### config.mk
export PLATFORM = sky130hd
export DESIGN_NAME = valid_rate_gen
export DESIGN_NICKNAME = d
export VERILOG_FILES = /design/src/rtl/valid_rate_pkg.sv /design/src/rtl/edge_rise_det.sv /design/src/rtl/valid_rate_gen.sv
export SDC_FILE = /design/constraint.sdc
export NUM_CORES = 1
export LEC_CHECK = 0
export CORE_MARGIN = 2
export CORE_UTILIZATION = 40
export CTS_CLUSTER_SIZE = 20
export DETAILED_ROUTE_END_ITERATION = 8
export PLACE_DENSITY_LB_ADDON = 0.2
export SLEW_MARGIN = 30
export SYNTH_ARGS = -nofsm -noshare
export SYNTH_HDL_FRONTEND = slang
export SYNTH_SLANG_ARGS = --single-unit
### constraint.sdc
create_clock -name clock -period 4.3 [get_ports clock]
set_input_delay 0.645 -clock clock [delete_from_list [all_inputs] [get_ports clock]]
set_output_delay 0.645 -clock clock [all_outputs]
set_load 0.03 [all_outputs]
### src/rtl/valid_rate_pkg.sv
// Shared types and helpers for the valid/step pulse generator.
package valid_rate_pkg;

  typedef enum logic {
    ST_IDLE = 1'b0,
    ST_RUN  = 1'b1
  } state_e;

  typedef enum logic [1:0] {
    SEL_R0 = 2'd0,
    SEL_R1 = 2'd1,
    SEL_R2 = 2'd2,
    SEL_R3 = 2'd3
  } rate_sel_e;

  function automatic logic [63:0] sel_limit(input logic [1:0] sel,
                                            input logic [63:0] l0,
                                            input logic [63:0] l1,
                                            input logic [63:0] l2,
                                            input logic [63:0] l3);
    logic [63:0] lim;
    lim = l0;
    unique case (sel)
      SEL_R0:  lim = l0;
      SEL_R1:  lim = l1;
      SEL_R2:  lim = l2;
      SEL_R3:  lim = l3;
      default: lim = l0;
    endcase
    return lim;
  endfunction

endpackage

### src/rtl/edge_rise_det.sv
// Rising-edge detector; history resets high so a level held through reset is not an edge.
module edge_rise_det (
  input  logic clock,
  input  logic i_reset,
  input  logic i_sig,
  output logic o_rise
);

  logic hist;

  always_ff @(posedge clock) begin
    if (i_reset) hist <= 1'b1;
    else         hist <= i_sig;
  end

  assign o_rise = i_sig & ~hist;

endmodule

### src/rtl/valid_rate_gen.sv
// One-cycle valid pulse generator: switch-selected periodic rate or manual push-button step.
module valid_rate_gen
  import valid_rate_pkg::*;
#(
  parameter int unsigned NB_COUNTER = 32,
  parameter int unsigned LIMIT_R0   = 1_000_000,
  parameter int unsigned LIMIT_R1   = 2_000_000,
  parameter int unsigned LIMIT_R2   = 4_000_000,
  parameter int unsigned LIMIT_R3   = 8_000_000
) (
  input  logic       clock,
  input  logic       i_reset,
  input  logic       i_enable,
  input  logic [1:0] i_sel,
  input  logic       i_step,
  output logic       o_valid
);

  localparam logic [63:0] MAX_LIM = (64'd1 << NB_COUNTER) - 64'd1;

  generate
    if (64'(LIMIT_R0) < 64'd2 || 64'(LIMIT_R0) > MAX_LIM ||
        64'(LIMIT_R1) < 64'd2 || 64'(LIMIT_R1) > MAX_LIM ||
        64'(LIMIT_R2) < 64'd2 || 64'(LIMIT_R2) > MAX_LIM ||
        64'(LIMIT_R3) < 64'd2 || 64'(LIMIT_R3) > MAX_LIM) begin : g_bad_limit
      $error("valid_rate_gen: every LIMIT_Rx must be in [2, 2^NB_COUNTER-1]");
    end
  endgenerate

  state_e                state, state_n;
  logic [NB_COUNTER-1:0] counter, counter_n, term;
  logic                  valid_n;
  logic [1:0]            sel_q;
  logic                  step_rise;

  edge_rise_det u_step_det (
    .clock  (clock),
    .i_reset(i_reset),
    .i_sig  (i_step),
    .o_rise (step_rise)
  );

  assign term = NB_COUNTER'(sel_limit(sel_q, 64'(LIMIT_R0), 64'(LIMIT_R1),
                                      64'(LIMIT_R2), 64'(LIMIT_R3)) - 64'd1);

  // Priority in RUN: disable, then rate change, then terminal count.
  always_comb begin
    state_n   = state;
    counter_n = counter;
    valid_n   = 1'b0;
    unique case (state)
      ST_IDLE: begin
        counter_n = '0;
        if (i_enable) state_n = ST_RUN;
        else          valid_n = step_rise;
      end
      ST_RUN: begin
        if (!i_enable) begin
          state_n   = ST_IDLE;
          counter_n = '0;
        end else if (i_sel != sel_q) begin
          counter_n = '0;
        end else if (counter >= term) begin
          counter_n = '0;
          valid_n   = 1'b1;
        end else begin
          counter_n = counter + NB_COUNTER'(1);
        end
      end
      default: begin
        state_n   = ST_IDLE;
        counter_n = '0;
      end
    endcase
  end

  always_ff @(posedge clock) begin
    if (i_reset) begin
      state   <= ST_IDLE;
      counter <= '0;
      o_valid <= 1'b0;
      sel_q   <= 2'b00;
    end else begin
      state   <= state_n;
      counter <= counter_n;
      o_valid <= valid_n;
      sel_q   <= i_sel;
    end
  end

endmodule

==> metrics.txt <==
outcome=finished clean; commonest non-fill, non-tap cell in the layout=dfxtp_1; Clk pwr share=37.5%; critical path startpoint category=flop; min-delay worst type=flop to flop; CTS tree=built; fin cells=295; max-slew violations=0; static leakage=0.869 nW; RSZ-0062 raised after global routing=no; # setup viols final=0; Max Cap Viol=0; antenna violation net count after detailed routing=0; TritonCTS Buffers=5; Pwr per Cell Area=267 nW/µm²; FMAX=361 MHz; vias=1448; Post-Route WL=3.60 mm; n_diodes=0; largest net degree at the start of global routing=26; die area=5720 µm²; initial antenna violation count=0; Horiz. Die Dim=75.6 µm; area leader, netlist=dfxtp_1; Avg WL per Cell=12.2 µm; mapped cell area=2050 µm²; DRC Markers=0; global-route wire length before repair=6.29 mm; share of total power in sequential cells=57.3%; I/O Buffers=6; row cnt=26; Setup TNS=0 ns; worst-path maximum fanout=17; grt ovf=0; Clock Skew=0.00914 ns; CTS max path bufs=2; Core Area=5040 µm²; Num Clock Sinks=37; Seq/Total Area, Yosys=36.1%; Max IR drop VDD=213 µV; Internal=0.000476 W; top cells by area, synth=dfxtp_1 (36%), ha_1 (16%), nor3_2 (9.8%); Comb power frac=5.2%; Iter 0 DRT Violations=36; Post-Syn Area per Cell=9.95 µm²; Fin. Hold Viols=0; Initial DRT Pass Iterations=4; gr usage total=14.8%; vias in the first global route=1360; Clk pin slew, worst setup/hold paths=0.08 ns; Mapped Cells=206; htree depth=2; period utilisation layout=64.5%; Critical Path AT=2.95 ns; dpl cells=286; share of the synthesized area in the top cell type=36.1%; Cell variety after synth=33; Worst-Margin Slew=0.761 ns; Design Power=0.000615 W; # IOs=7; NetSw=0.000139 W; synth-to-layout area growth=12.4%; share of cells above drive strength 1=17.8%; starting density of the core=40.7%; synth warn=0; Sw Ratio=22.6%; Routability Congestion=0.741; required time worst endpoint=4.48 ns; layout net count=256; post-CTS setup buffer count=0; fin crit period=2.77 ns; #FFs+latches synth=37; Vias per Instance=4.91; worst setup path class=flop to flop; HPWL after detailed placement=2.68 mm; hold buffer count at CTS=0; Crit. End Element=flop; die height=75.6 µm; commonest cells after routing, fill and taps aside=dfxtp_1 (37), ha_1 (26), nor3_2 (20), xor2_1 (14), nand3_1 (13); clock latency on the worst-skew pair=0.29 ns; worst rel slew slack=48.8%; Post-CTS Resized=0; CTS Root Cell=clkbuf_8
-- state kept, by name (all words and copies together), names as in the netlist --
| name | count |
|---|---|
| sel_q | 2 |
| state | 1 |
| counter | 32 |
| o_valid | 1 |
| u_step_det.hist | 1 |
-- critical path, cell delays in order (launching register included) --
cell and delay [ns]:
dfxtp_1 0.45, inv_1 0.14, ha_1 0.20, inv_1 0.10
a21oi_1 0.08, nor3_1 0.19, ha_1 0.30, a41o_1 0.23
a21oi_1 0.13, o211a_1 0.20, o211ai_4 0.15, buf_8 0.22
a22o_2 0.26
-- layer usage --
metal  share of wire [%]  vias to the layer above  global-route usage, %
li1                    -                      761                      -
met1                  49                      668                   18.9
met2                  47                       12                   23.9
met3                 2.3                        7                   3.97
met4                 1.9                        0                   5.85
met5                   0                        -                      0
-- synthesized netlist by cell type (all sizes together) --
library cell	n
a22o	1
nand4b	1
a21o	2
buf	2
xnor2	10
dfxtp	37
o21ai	2
nor2	7
o211ai	1
nand2	11
nand3	13
conb	2
nor2b	3
a41o	1
ha	26
or2	4
nor3	26
a221oi	1
clkbuf	2
or4	2
o211a	1
nor4	5
xor2	14
and3	4
nand4	9
a21oi	6
inv	12
and4	1
-- layout make-up --
| type | count | area (µm²) |
|---|---|---|
| fill | 515 | 2740 |
| inverter | 12 | 45.0 |
| timing repair buffer | 8 | 82.6 |
| sequential | 37 | 741 |
| multi-input combinational | 160 | 1270 |
| clock buffer | 6 | 72.6 |
| tap | 70 | 87.6 |
| clock inverter | 2 | 10.0 |
-- through the flow --
stage	util [%]	worst slack [ns]	hold WS, ns	area (µm²)
after CTS	45.3	1.37	0.503	2280
after floorplan	-	2.09	0.460	2080
final	45.7	1.53	0.499	2310
after detailed placement	43.7	1.37	0.489	2200
after global routing	45.7	1.40	0.521	2310
after global placement	43.7	1.46	0.487	2200
-- worst paths after layout --
check                        startpoint                    end  slack, ns  cells past startpoint
setup / recovery    sel_q[1]$_SDFF_PP0_     o_valid$_SDFF_PP0_       1.53                     12
hold / removal    counter[0]$_SDFF_PP0_  counter[0]$_SDFF_PP0_       0.50                      1
setup reg to reg    sel_q[1]$_SDFF_PP0_     o_valid$_SDFF_PP0_       1.53                     12
hold reg to reg   counter[0]$_SDFF_PP0_  counter[0]$_SDFF_PP0_       0.50                      1
-- cells by family (layout without fill, tap and decap cells) --
logic type      Yosys count  count (layout)  share of synthesized area [%]
simple gates             86              86                           28.1
flops                    37              37                           36.1
fa+ha+maj                26              26                           15.9
xor+xnor                 24              24                           10.3
buf+inv                  16              28                           3.66
compound gates           15              15                           5.61
other cells               2               9                          0.366
-- power groups by stage --
stage	clock network, W	registers (W)	logic, W
2_1_floorplan	0	0.000360	0.0000209
3_3_place_gp	0	0.000360	0.0000322
3_5_place_dp	0	0.000360	0.0000323
4_1_cts	0.000241	0.000352	0.0000323
5_1_grt	0.000257	0.000353	0.0000369
6_report	0.000231	0.000352	0.0000318
No activity file was read; power rests on OpenSTA's default activity.
